`config.mk`:
```
export PLATFORM = sky130hd
export DESIGN_NAME = uart_rx_reader
export DESIGN_NICKNAME = d
export VERILOG_FILES = /design/src/rtl/uart_pkg.sv /design/src/rtl/uart_rx_reader.sv
export SDC_FILE = /design/constraint.sdc
export NUM_CORES = 1
export LEC_CHECK = 0
export CAP_MARGIN = 20
export CORE_MARGIN = 1
export CORE_UTILIZATION = 35
export CTS_CLUSTER_DIAMETER = 80
export DETAILED_ROUTE_END_ITERATION = 7
export PLACE_DENSITY = 0.7
export SYNTH_ARGS = -nofsm -noshare
export SYNTH_HDL_FRONTEND = slang
export SYNTH_SLANG_ARGS = --single-unit
export TNS_END_PERCENT = 10
```
`constraint.sdc`:
```
create_clock -name clk -period 1.8 [get_ports clk]
set_input_delay 0.45 -clock clk [delete_from_list [all_inputs] [get_ports clk]]
set_output_delay 0.45 -clock clk [all_outputs]
set_load 0.1 [all_outputs]
```
`src/rtl/uart_pkg.sv`:
```
// Shared register map, STAT bit positions and read-side state type for the uartlite glue.
package uart_pkg;

    localparam logic [3:0] REG_RX_FIFO = 4'h0;
    localparam logic [3:0] REG_TX_FIFO = 4'h4;
    localparam logic [3:0] REG_STAT    = 4'h8;
    localparam logic [3:0] REG_CTRL    = 4'hC;

    localparam int RX_VALID   = 0;
    localparam int OVERRUN    = 5;
    localparam int FRAME_ERR  = 6;
    localparam int PARITY_ERR = 7;

    localparam logic [1:0] RESP_OKAY = 2'b00;

    typedef enum logic [2:0] {
        IDLE,
        STAT_AR,
        STAT_R,
        RX_AR,
        RX_R,
        HOLD,
        GAP
    } rd_state_t;

endpackage

```
`src/rtl/uart_rx_reader.sv`:
```
// AXI4-Lite read initiator: polls uartlite STAT, pops RX bytes and streams them out
// on a valid/ready interface, collecting sticky line/bus error flags on the way.
//
//  state   | meaning
//  --------+-----------------------------------------------------------
//  IDLE    | polling disabled, no read in flight
//  STAT_AR | read address for STAT presented, waiting for arready
//  STAT_R  | waiting for STAT read data
//  RX_AR   | read address for RX_FIFO presented, waiting for arready
//  RX_R    | waiting for RX_FIFO read data
//  HOLD    | byte presented on data/valid, waiting for ready
//  GAP     | back-off between an empty (or failed) poll and the next one
module uart_rx_reader
    import uart_pkg::*;
#(
    parameter int POLL_GAP = 16,
    parameter int ADDR_W   = 4
) (
    input  logic              clk,
    input  logic              rst,
    input  logic              enable,
    output logic [ADDR_W-1:0] m_araddr,
    output logic              m_arvalid,
    input  logic              m_arready,
    input  logic [31:0]       m_rdata,
    input  logic [1:0]        m_rresp,
    input  logic              m_rvalid,
    output logic              m_rready,
    output logic [7:0]        data,
    output logic              valid,
    input  logic              ready,
    output logic              err_overrun,
    output logic              err_frame,
    output logic              err_parity,
    output logic              err_resp,
    input  logic              err_clr
);

    localparam int              CNT_W  = $clog2(POLL_GAP + 1);
    localparam logic [CNT_W-1:0] GAP_TC = CNT_W'(POLL_GAP - 1);

    rd_state_t        state;
    rd_state_t        next_state;
    logic [CNT_W-1:0] gap_cnt;
    logic             ar_done;
    logic             resp_ok;
    logic             stat_ok;
    logic             rx_ok;
    logic             resp_bad;
    logic             unused_rdata;

    assign ar_done  = m_arvalid && m_arready;
    assign resp_ok  = (m_rresp == RESP_OKAY);
    assign stat_ok  = (state == STAT_R) && m_rvalid && resp_ok;
    assign rx_ok    = (state == RX_R) && m_rvalid && resp_ok;
    assign resp_bad = m_rready && m_rvalid && !resp_ok;

    // Only the low byte of any read carries information for this block.
    assign unused_rdata = ^m_rdata[31:8];

    always_ff @(posedge clk or posedge rst) begin
        if (rst) begin
            state <= IDLE;
        end else begin
            state <= next_state;
        end
    end

    always_comb begin
        next_state = state;
        unique case (state)
            IDLE: begin
                if (enable) next_state = STAT_AR;
            end
            STAT_AR: begin
                if (ar_done) next_state = STAT_R;
            end
            STAT_R: begin
                if (m_rvalid) begin
                    if (resp_ok && m_rdata[RX_VALID]) next_state = RX_AR;
                    else                              next_state = GAP;
                end
            end
            RX_AR: begin
                if (ar_done) next_state = RX_R;
            end
            RX_R: begin
                if (m_rvalid) next_state = resp_ok ? HOLD : GAP;
            end
            HOLD: begin
                if (ready) next_state = enable ? STAT_AR : IDLE;
            end
            GAP: begin
                if (gap_cnt == GAP_TC) next_state = enable ? STAT_AR : IDLE;
            end
            default: next_state = IDLE;
        endcase
    end

    // Only one read can be outstanding: R is accepted solely while waiting for it.
    always_comb begin
        m_rready = (state == STAT_R) || (state == RX_R);
    end

    // AR outputs are registered from next_state so they line up with the *_AR states
    // and cannot glitch while a handshake is pending.
    always_ff @(posedge clk or posedge rst) begin
        if (rst) begin
            m_arvalid <= 1'b0;
            m_araddr  <= ADDR_W'(REG_STAT);
        end else begin
            m_arvalid <= (next_state == STAT_AR) || (next_state == RX_AR);
            m_araddr  <= (next_state == RX_AR) ? ADDR_W'(REG_RX_FIFO) : ADDR_W'(REG_STAT);
        end
    end

    always_ff @(posedge clk or posedge rst) begin
        if (rst) begin
            gap_cnt <= '0;
        end else if (state == GAP) begin
            gap_cnt <= gap_cnt + 1'b1;
        end else begin
            gap_cnt <= '0;
        end
    end

    always_ff @(posedge clk or posedge rst) begin
        if (rst) begin
            data  <= 8'h00;
            valid <= 1'b0;
        end else if (rx_ok) begin
            data  <= m_rdata[7:0];
            valid <= 1'b1;
        end else if ((state == HOLD) && ready) begin
            valid <= 1'b0;
        end
    end

    // A new error in the same cycle as err_clr keeps the flag set.
    always_ff @(posedge clk or posedge rst) begin
        if (rst) begin
            err_overrun <= 1'b0;
            err_frame   <= 1'b0;
            err_parity  <= 1'b0;
            err_resp    <= 1'b0;
        end else begin
            err_overrun <= (stat_ok && m_rdata[OVERRUN])    || (err_overrun && !err_clr);
            err_frame   <= (stat_ok && m_rdata[FRAME_ERR])  || (err_frame   && !err_clr);
            err_parity  <= (stat_ok && m_rdata[PARITY_ERR]) || (err_parity  && !err_clr);
            err_resp    <= resp_bad                         || (err_resp    && !err_clr);
        end
    end

endmodule

```
==> metrics.cfg, run 1 <==
[clock_tree]
numCtsBuffers = 3
clkTransAtPathRegs_ps = 120
cts_max_path_buffers = 2
numClockSinks = 23
cts_root_buffer = clkbuf_4
htree_levels = 1
postCtsHoldBufs = 0
cts_tree = done
clk-insertion-delay-late_ps = 310

[setup_path]
crit_type = register to primary output
r2r_cells = 7
r2r_setup_slack_ps = 80
timing.rr.end = m_arvalid$_DFF_PP0_
end_kind = primary output
start_kind = register
timing.rr.start = gap_cnt[0]$_DFF_PP0_
arrival_ps = 1320
cp_data_required_time_ps = 1350
path_max_fanout = 4

[power_and_ir_drop]
power_density_mw_per_mm2 = 2030
ir_worst_vdd_uv = 1340
p_leak_uw = 0.000785

[yosys]
ys.flop_type = dfrtp_1
yosysWarnings = 0
syn_inst = 94
synth-seq-cells = 23
seq_area_frac_synth = 0.526
synth-async-reset-ratio = 1.00
synth_edf_count = 0
ys_types = 32
yosys-top-cells-area = dfrtp_1 50%, mux2_2 8.2%, nor2_1 3.4%, a22o_1 3.2%, o21ai_0 2.7%
synth.top_cell.area_share = 0.502
ys_top_cells_by_count = 22 x dfrtp_1, 10 x nor2_1, 8 x mux2_2
synth_area_mm2 = 0.00110
synth.most_common_cell = dfrtp_1
yosys.area.top_type = dfrtp_1
syn_area_per_cell_um2 = 11.7

[place]
place_congestion = 0.826
dp_cells = 156
placed_area_mm2 = 0.00161
port_buffers = 32
dp_slack_ps = -182

[layout]
diodes = 0
final_core_util = 0.600
largest_register_ffs = 8
fin_cells = 167
layout.nets = 180
drive_gt1_frac = 0.390
top_regs = data (8), gap_cnt (5), state (3)
area_growth_pct = 56.0
fillCellCount = 244
multi_input_area_um2 = 488
regMostFlops = data
seqCellArea_um2 = 579
design_area_mm2 = 0.00171

[timing]
fin_crit_sh = 0.981
fmax_mhz = 567
setup_viol = 0
hold_violations = 0
maxSlewViolCount = 0
holdWs_ps = 467
min_period_ps = 1770
rsz0062_at_grt = yes
clock_skew_ps = 1.33
finalWorstSetupSlack_ps = 34.8

[routing]
wl_um = 2320
postRouteAntennaNets = 0
wl_per_cell_um = 13.9
num_vias = 858
routed_via_density = 5.14
drtIter0Drc = 29
first_pass_iters = 6
remaining_drc_errors = 5

[global_route]
antenna_found_initial = 0
grt_max_degree = 24
grt.overflow.total = 0
first_global_vias = 908
grt_pass1_wl_um = 4010
grt_usage = 0.155

[min_path]
hold_class = input port to asynchronous set/reset pin

[floorplan]
core_region_area_mm2 = 0.00285
die_y_um = 58.0
start_util = 0.385
rows = 19
die-area_mm2 = 0.00336
dieWidth_um = 58.0
pin_count = 60

[status]
violations = DRC
status = finished, violations left

[job]
maxCapViolCount = 0

## report_power, final
part | internal [uW] | leakage, uW | switching (uW)
sequential | 696 | 0.000296 | 169
clock | 83.0 | 0.0000177 | 153
combinational | 916 | 0.000471 | 1460
total | 1690 | 0.000785 | 1780
## placed cells by master, fill, tap and decap left out, types with 2 or more instances in the layout
cell             count
buf_4               10
a21oi_1              2
conb_1               3
o21ai_0              5
nor2b_4              2
xor2_1               2
mux2_2               8
nand2_1              2
nor2_1              10
nand3_1              2
dfrtp_1             20
inv_1                5
clkdlybuf4s50_1     16
buf_12              16
clkbuf_4             3
a22o_1               4
dfrtp_2              2
## timing repair
action                                  4_1_cts  5_1_grt
pin swaps                                     1        3
resized for setup                             4        6
endpoints found under the setup margin        2        3
setup buffers                                 5        2
## per-layer routing
metal  routed length, um  vias up  GRT usage  share of wire
li1                    -      406          -              -
met1                 981      417      0.189           0.42
met2                1160       33      0.269           0.50
met3                 157        2     0.0379          0.068
met4                  17        0     0.0510         0.0073
met5                   0        -          0              0
## logic make-up (layout without fill, tap and decap cells)
| group | count (synthesis) | in the layout | share of synthesized area |
|---|---|---|---|
| AO/OA/AOI/OAI | 20 | 20 | 0.127 |
| XOR/XNOR | 3 | 3 | 0.0239 |
| adder cells (fa/ha/maj) | 2 | 2 | 0.0228 |
| buffers and inverters | 12 | 52 | 0.0684 |
| flip-flops | 23 | 23 | 0.526 |
| multiplexers | 8 | 8 | 0.0821 |
| other | 1 | 3 | 0.00342 |
| AND/OR/NAND/NOR | 25 | 25 | 0.147 |
## area by class of cell
type	count	share of cell area
inverters	6	0.0132
well taps	31	0.0227
flip-flops and latches	23	0.338
multi-input cells	61	0.285
clock inverters	1	0.00292
clock buffers	3	0.0132
repair buffers	42	0.325
## worst max-delay path by stage
| stage | start | end | slack (ps) | cells past startpoint |
|---|---|---|---|---|
| final | state[2]$_DFF_PP0_ | m_rready | 30 | 4 |
| after global routing | state[2]$_DFF_PP0_ | m_rready | -10 | 4 |
| after CTS | state[1]$_DFF_PP0_ | m_rready | -50 | 3 |
| after detailed placement | m_rresp[1] | m_araddr[3]$_DFF_PP1_ | -180 | 5 |
| after global placement | m_rdata[0] | m_arvalid$_DFF_PP0_ | -160 | 5 |
| after floorplan | m_arvalid$_DFF_PP0_ | m_arvalid$_DFF_PP0_ | 2 | 4 |
## worst max-delay path, stage by stage (launching register included)
cell and delay (ps):
dfrtp_2 450, inv_2 100, nand2_4 70, a21oi_4 190
buf_12 190
## per-stage QoR
step                total power, uW  TNS (ps)
finish                         3480         0
global route                   3630     -14.1
CTS                            3420     -48.7
detailed placement             3080     -1070
global placement               3050      -821
floorplan                      2330         0
Note: power is estimated with default switching activity, not from simulation.
==> inputs of run 2 (changes only) <==
--- a/config.mk
+++ b/config.mk
@@ -7,10 +7,10 @@
 export LEC_CHECK = 0
 export CAP_MARGIN = 20
 export CORE_MARGIN = 1
-export CORE_UTILIZATION = 35
+export CORE_UTILIZATION = 38
 export CTS_CLUSTER_DIAMETER = 80
 export DETAILED_ROUTE_END_ITERATION = 7
-export PLACE_DENSITY = 0.7
+export PLACE_DENSITY = 0.75
 export SYNTH_ARGS = -nofsm -noshare
 export SYNTH_HDL_FRONTEND = slang
 export SYNTH_SLANG_ARGS = --single-unit
==> run 2 against run 1 <==
Against the previous run: the run now ends clean; power is 0.55% higher; worst setup slack gained 9.9 ps; maximum frequency increased by 0.56%; sequential power increased by 2.3%; clock skew increased by 8.1 ps; critical path depth did not move.
==> metrics.cfg, run 2 (same netlist as run 1, synthesis figures left out) <==
[timing]
finalWorstSetupSlack_ps = 44.7  ; was 34.8 ps
setup_viol = 0  ; unchanged
fmax_mhz = 570  ; was 567 MHz
maxSlewViolCount = 0  ; unchanged
hold_violations = 0  ; unchanged
min_period_ps = 1760  ; was 1770 ps
rsz0062_at_grt = yes  ; unchanged
clock_skew_ps = 9.43  ; was 1.33 ps
fin_crit_sh = 0.975  ; was 0.981

[setup_path]
path_cells = buf_6, nand2b_4, a21oi_4, buf_12  ; was inv_2, nand2_4, a21oi_4, buf_12
arrival_ps = 1310  ; was 1320 ps
cp_data_required_time_ps = 1350  ; about the same
start_kind = register  ; unchanged
timing.rr.start = gap_cnt[0]$_DFF_PP0_  ; unchanged
r2r_setup_slack_ps = 100  ; was 80 ps
r2r_cells = 7  ; unchanged
end_kind = primary output  ; unchanged
cpMaxStageDelayCell = dfrtp_2  ; unchanged
critPathMaxStageDelay_ps = 420  ; was 450 ps
crit_type = register to primary output  ; unchanged
timing.rr.end = m_arvalid$_DFF_PP0_  ; unchanged
path_max_fanout = 4  ; unchanged

[place]
dp_slack_ps = -178  ; was -182 ps
placed_area_mm2 = 0.00162  ; was 0.00161 mm^2
place_congestion = 0.776  ; was 0.826
port_buffers = 32  ; unchanged
hpwl_um = 1690

[global_route]
grt.overflow.total = 0  ; unchanged
grt_usage = 0.163  ; was 0.155
first_global_vias = 854  ; was 908
grt_max_degree = 24  ; unchanged
antenna_found_initial = 0  ; unchanged
grt_pass1_wl_um = 3930  ; was 4010 um

[job]
maxCapViolCount = 0  ; unchanged

[power_and_ir_drop]
p_leak_uw = 0.000787  ; was 0.000785 uW
p_total_uw = 3500  ; was 3480 uW
ir_worst_vdd_uv = 1840  ; was 1340 uV
power_density_mw_per_mm2 = 2020  ; was 2030 mW/mm^2

[clock_tree]
clk-insertion-delay-late_ps = 300  ; was 310 ps
htree_levels = 1  ; unchanged
clkTransAtPathRegs_ps = 130  ; was 120 ps
numClockSinks = 23  ; unchanged
cts_tree = done  ; unchanged
numCtsBuffers = 3  ; unchanged
cts_max_path_buffers = 2  ; unchanged
cts_root_buffer = clkbuf_4  ; unchanged

[min_path]
hold_class = input port to asynchronous set/reset pin  ; unchanged

[layout]
top_regs = data (8), gap_cnt (5), state (3)  ; unchanged
largest_register_ffs = 8  ; unchanged
regMostFlops = data  ; unchanged
fillCellCount = 212  ; was 244
drive_gt1_frac = 0.406  ; was 0.390
layout.nets = 182  ; was 180
layout_commonest_cell = dfrtp_1  ; unchanged
diodes = 0  ; unchanged
layout_common_cells = 19 x dfrtp_1, 16 x clkdlybuf4s50_1, 16 x buf_12  ; was 20 x dfrtp_1, 16 x clkdlybuf4s50_1, 16 x buf_12
design_area_mm2 = 0.00173  ; was 0.00171 mm^2
area_growth_pct = 57.8  ; was 56.0%
seqCellArea_um2 = 581  ; was 579 um^2
multi_input_area_um2 = 485  ; was 488 um^2

[floorplan]
pin_count = 60  ; unchanged
die_y_um = 55.7  ; was 58.0 um
rows = 19  ; unchanged
core_region_area_mm2 = 0.00273  ; was 0.00285 mm^2
die-area_mm2 = 0.00311  ; was 0.00336 mm^2
start_util = 0.401  ; was 0.385
dieWidth_um = 55.7  ; was 58.0 um

[routing]
num_vias = 852  ; was 858
wl_per_cell_um = 13.9  ; about the same
routed_via_density = 5.04  ; was 5.14
drtIter0Drc = 12  ; was 29
remaining_drc_errors = 0  ; was 5
first_pass_iters = 4  ; was 6
postRouteAntennaNets = 0  ; unchanged
wl_um = 2340  ; was 2320 um

[status]
status = finished, final reports clean  ; was finished, violations left

==> run 2: worst max-delay path by stage <==
stage / start / end / slack, ps
6_report: state[2]$_DFF_PP0_ / m_rready / 40
4_1_cts: state[2]$_DFF_PP0_ / m_rready / 5
3_5_place_dp: m_rresp[1] / m_araddr[3]$_DFF_PP1_ / -180
3_3_place_gp: m_rresp[1] / m_araddr[3]$_DFF_PP1_ / -160
2_1_floorplan: m_arvalid$_DFF_PP0_ / m_arvalid$_DFF_PP0_ / 2
5_1_grt: state[2]$_DFF_PP0_ / m_rready / -7
==> run 2: critical path, delay by kind of cell (launching register included) <==
kind,cells,cell delay (ps)
buffers and inverters,2,320
AO/OA/AOI/OAI,1,180
flip-flops,1,420
AND/OR/NAND/NOR,1,80
==> run 2: per-stage QoR <==
step                hold WS (ps)  utilization  setup TNS (ps)  std cells
detailed placement           458        0.593            -930        158
floorplan                    429            -               0         96
global route                 506        0.633           -6.65        169
global placement             445        0.593            -709        158
finish                       461        0.633               0        169
CTS                          468        0.623               0        168
==> run 2: layer usage <==
| metal | up-vias | global-route usage | part of all wire |
|---|---|---|---|
| li1 | 409 | - | - |
| met3 | 4 | 0.0395 | 0.047 |
| met2 | 26 | 0.286 | 0.53 |
| met1 | 413 | 0.196 | 0.41 |
| met4 | 0 | 0.0500 | 0.019 |
| met5 | - | 0 | 0 |
==> run 2: power breakdown <==
part           internal, uW  switching, uW  leakage, uW
Clock                  86.3            149    0.0000150
Combinational           926           1450     0.000478
Sequential              697            187     0.000295
==> run 2: layout make-up <==
cell class,instances,share of cell area
Clock buffer,4,0.0152
Inverter,6,0.0130
Multi-Input combinational cell,61,0.280
Sequential cell,23,0.335
Tap cell,31,0.0224
Timing Repair Buffer,44,0.334
==> run 2: timing repair <==
action	4_1_cts	5_1_grt
pin swaps	0	2
hold buffers	0	0
gates resized for setup	6	6
buffers inserted	6	1
hold endpoints to repair	0	0
endpoints found under the setup margin	2	3
==> RTL edit 1, RTL diff (flow settings as in run 1) <==
The parameter `POLL_GAP` goes from 16 to 32.
--- a/src/rtl/uart_rx_reader.sv
+++ b/src/rtl/uart_rx_reader.sv
@@ -13,7 +13,7 @@
 module uart_rx_reader
     import uart_pkg::*;
 #(
-    parameter int POLL_GAP = 16,
+    parameter int POLL_GAP = 32,
     parameter int ADDR_W   = 4
 ) (
     input  logic              clk,
Check against the original RTL: same outputs for any inputs over 10 cycles, from zero or initial values and one cycle with rst high; that may be too few to reach the edited logic, so the function may still have changed.
==> RTL edit 1 against run 1 <==
  * Setup slack improved by 0.015 ns
  * Combinational power shrank 26%
  * Sequential power down 3.8%
  * Sequential cell count grew 1
  * Cell area grew 8.3%
  * Wire length is 13% higher
  * Power is 14% lower
  * Area after synthesis increased by 11%
  * Critical path type unchanged
  * Critical endpoint unchanged
  * Largest cell class unchanged
==> RTL edit 1: results (changes against run 1) <==
non-filler instance count after layout=198 (+19%); sequential cell count=24 (+4.3%); DP Worst Slack=-0.185 ns (-0.00247 ns); clock network share of area=2.84% (+1.2 points); share of cells above drive strength 1=32.2% (-6.7 points); complex-gate fraction of the synthesized area=11.3% (-1.3 points); top flop regs=data (8), gap_cnt (6), state (3); gpl congestion=0.770 (-6.7%); Synth Area in XOR/XNOR=2.88% (+0.49 points); sequential cell area share=32.6% (-1.2 points); pin count of the biggest net entering global routing=25 (+4.2%); placed cell count=189 (+21%); Logic inverters=11 (+5); multi-input combinational area share=28.8% (+0.32 points); grt met3 use=3.62% (-0.17 points); first-pass GRT wire length=3.97 mm (-0.85%); Area contributors post-synth=dfrtp_1 47%, mux2_4 8.6%, o21ai_0 3.7%; status=finished clean; Pleak=0.849 nW (+8.2%); routed vias/inst=4.75 (-7.6%); Global Route Usage Sum=14.8% (-0.69 points); clk_skew=0.00263 ns (+0.00130 ns); vias in the first global route=899 (-0.99%); num tapcells=46 (+48%); multi-input gate count=70 (+15%); met2 routed WL=1.26 mm (+8.8%); average size of a mapped cell=11.1 um2 (-5.3%); hold slack=0.464 ns (-0.00243 ns); most common library cells after synthesis=23 x dfrtp_1, 11 x inv_1, 9 x o21ai_0; Netlist cell types=39 (+22%); Multi-input gate area=534 um2 (+9.5%); CP max FO=10 (+6); Int Pwr=0.00161 W (-5.2%); met1 Usage GRT=18.2% (-0.71 points); WL/cell=13.2 um (-4.7%); placed instance area=0.00175 mm2 (+9.2%)
RTL edit 1: changes by cell type after synthesis, sizes merged, moves of 3 or more:
| cell | run 1 | this run |
|---|---|---|
| nand2 | 3 | 9 |
| inv | 6 | 11 |
| o21ai | 6 | 9 |
| a22o | 4 | 0 |
RTL edit 1: what timing repair did:
item,CTS,global route
setup buffers,0,5
resized for setup,3,0
setup endpoints to repair,1,1
RTL edit 1: power groups by stage:
stage / sequential (W) / clock, W / combinational [W]
4_1_cts: 0.000859 / 0.000392 / 0.00166
2_1_floorplan: 0.00125 / 0 / 0.000728
6_report: 0.000832 / 0.000388 / 0.00177
3_3_place_gp: 0.000846 / 0 / 0.00162
5_1_grt: 0.000850 / 0.000432 / 0.00186
3_5_place_dp: 0.000859 / 0 / 0.00164
RTL edit 1: cells by family (layout without fill, tap and decap cells):
group	count (synthesis)	count (layout)
compound gates	20	20
xor+xnor	4	4
fa+ha+maj	1	1
buf+inv	18	58
flops	24	24
mux	7	7
other cells	1	3
simple gates	35	35
RTL edit 1: path summary, 6_finish.rpt:
kind / from / endpoint / cells past startpoint
min: rst / data[4]$_DFFE_PP0P_ / 3
min in group clk: gap_cnt[0]$_DFF_PP0_ / gap_cnt[0]$_DFF_PP0_ / 1
max reg2reg: state[1]$_DFF_PP0_ / data[3]$_DFFE_PP0P_ / 4
max: state[0]$_DFF_PP0_ / m_rready / 3
min reg2reg: gap_cnt[0]$_DFF_PP0_ / gap_cnt[0]$_DFF_PP0_ / 1
max in group asynchronous: rst / m_araddr[3]$_DFF_PP1_ / 3
RTL edit 1: critical path, stage by stage (launching register included):
cell and delay (ns):
dfrtp_1 0.47, buf_4 0.21, nor2_4 0.13, buf_12 0.18
==> RTL edit 2, RTL diff (flow settings as in run 1) <==
Made on the original files. Register the output `err_frame` once more; this adds one clock of latency there. The other outputs are not delayed to match.
--- a/src/rtl/uart_rx_reader.sv
+++ b/src/rtl/uart_rx_reader.sv
@@ -38,6 +38,8 @@
 
     localparam int              CNT_W  = $clog2(POLL_GAP + 1);
     localparam logic [CNT_W-1:0] GAP_TC = CNT_W'(POLL_GAP - 1);
+
+    logic err_frame_s0;
 
     rd_state_t        state;
     rd_state_t        next_state;
@@ -140,16 +142,20 @@
     always_ff @(posedge clk or posedge rst) begin
         if (rst) begin
             err_overrun <= 1'b0;
-            err_frame   <= 1'b0;
+            err_frame_s0 <= 1'b0;
             err_parity  <= 1'b0;
             err_resp    <= 1'b0;
         end else begin
             err_overrun <= (stat_ok && m_rdata[OVERRUN])    || (err_overrun && !err_clr);
-            err_frame   <= (stat_ok && m_rdata[FRAME_ERR])  || (err_frame   && !err_clr);
+            err_frame_s0 <= (stat_ok && m_rdata[FRAME_ERR])  || (err_frame_s0 && !err_clr);
             err_parity  <= (stat_ok && m_rdata[PARITY_ERR]) || (err_parity  && !err_clr);
             err_resp    <= resp_bad                         || (err_resp    && !err_clr);
         end
     end
 
+    always_ff @(posedge clk) begin
+        err_frame <= err_frame_s0;
+    end
+
 endmodule
 
Behaviour: not the same (a bounded check fails within 4 cycles, from zero or initial values and one cycle with rst high).
==> RTL edit 2 against run 1 <==
  * Cell area grew 4.9%
  * Critical path depth is the same
  * Setup slack lost 0.021 ns
  * Power grew 6.6%
  * Sequential share of layout area shrank 0.47 points
  * First-iteration DRC count grew 34%
  * Wire length grew 15%
  * Area after synthesis grew 1.8%
  * Sequential power grew 4.3%
  * Via count grew 4.9%
  * Maximum frequency shrank 1.2%
  * Sequential cell count grew 1
  * Largest cell class unchanged
==> RTL edit 2: results (changes against run 1) <==
CP arrival=1.34 ns (+0.02 ns); average size of a mapped cell=11.8 um2 (+0.75%); DP Worst Slack=-0.178 ns (+0.00407 ns); via count=900 (+4.9%); switching share of power=49.5% (-1.8 points); dominant synthesized flop cell=dfrtp_1; Pleak=0.814 nW (+3.7%); reg2reg end=m_arvalid$_DFF_PP0_; status=finished clean; detailed placement HPWL=1.76 mm; gpl congestion=0.797 (-3.5%); total of fill cells in the finished design=261 (+7.0%); Area contributors post-synth=dfrtp_1 49%, mux2_2 8.1%, nor2_1 3.4%; hold slack=0.393 ns (-0.0739 ns); number of DRC markers in iteration 0=39 (+34%); Pre-Repair DR Iteration Count=4 (-2); critical register-to-register path startpoint=gap_cnt[0]$_DFF_PP0_; initial antenna violation count=0 (unchanged); Global Route Usage Sum=15.6% (+0.020 points); first-pass GRT wire length=3.96 mm (-1.2%); routed wire length=2.66 mm (+15%); sequential cell area fraction in the yosys report=53.4% (+0.85 points); Peak VDD IR=704 uV (-47%); placed cell count=172 (+10%); HP Class=register to register; fin nets=184 (+2.2%); clk_skew=0.00270 ns (+0.00137 ns); placed instance area=0.00166 mm2 (+3.2%); WL/cell=14.4 um (+4.1%); Netlist cell types=33 (+3.1%); share of cells above drive strength 1=40.0% (+1.0 points); ys async rst share=95.8% (-4.2 points); R2R Setup Slk=0.06 ns (-0.02 ns); Final min period=1.79 ns (+0.0214 ns)
-- RTL edit 2: power groups by stage --
stage | logic, W | clock network, W | registers, W
CTS | 0.00235 | 0.000399 | 0.000896
detailed placement | 0.00220 | 0 | 0.000933
floorplan | 0.000679 | 0 | 0.00168
global route | 0.00250 | 0.000417 | 0.000924
finish | 0.00242 | 0.000385 | 0.000902
global placement | 0.00217 | 0 | 0.000920
-- RTL edit 2: what timing repair did --
item / CTS / global route
resized for setup: 5 / 6
pin swaps: 2 / 3
endpoints found under the setup margin: 2 / 3
hold buffers: 0 / 0
buffers inserted: 6 / 2
-- RTL edit 2: area by class of cell --
cell class	count	area [um2]	share of cell area, %
clock inverters	1	30.0	1.67
repair buffers	45	582	32.4
inverters	6	22.5	1.25
well taps	44	55.1	3.07
multi-input cells	61	484	27.0
clock buffers	3	22.5	1.25
flip-flops and latches	24	599	33.4
-- RTL edit 2: worst max-delay path, cell delays in order (launching register included) --
cell and delay, ns:
dfrtp_2 0.46, inv_2 0.10, nand2_4 0.08, a21oi_4 0.19
buf_12 0.19
-- RTL edit 2: kinds of logic (layout without fill, tap and decap cells) --
family | after synthesis | count (layout) | share of synthesized area, %
xor gates and xnor gates | 3 | 3 | 2.35
adders and majority gates | 2 | 2 | 2.24
buffers and inverters | 12 | 55 | 6.72
muxes | 8 | 8 | 8.06
AOI/OAI and AO/OA | 20 | 20 | 12.4
DFF | 24 | 24 | 53.4
and+or+nand+nor | 25 | 25 | 14.4
other | 1 | 3 | 0.336
-- RTL edit 2: metal layers --
layer	global-route usage [%]	vias to the layer above	share of wire [%]
li1	-	418	-
met1	18.5	442	41
met2	27.4	34	52
met3	1.98	6	4.6
met4	8.16	0	2.7
met5	0	-	0
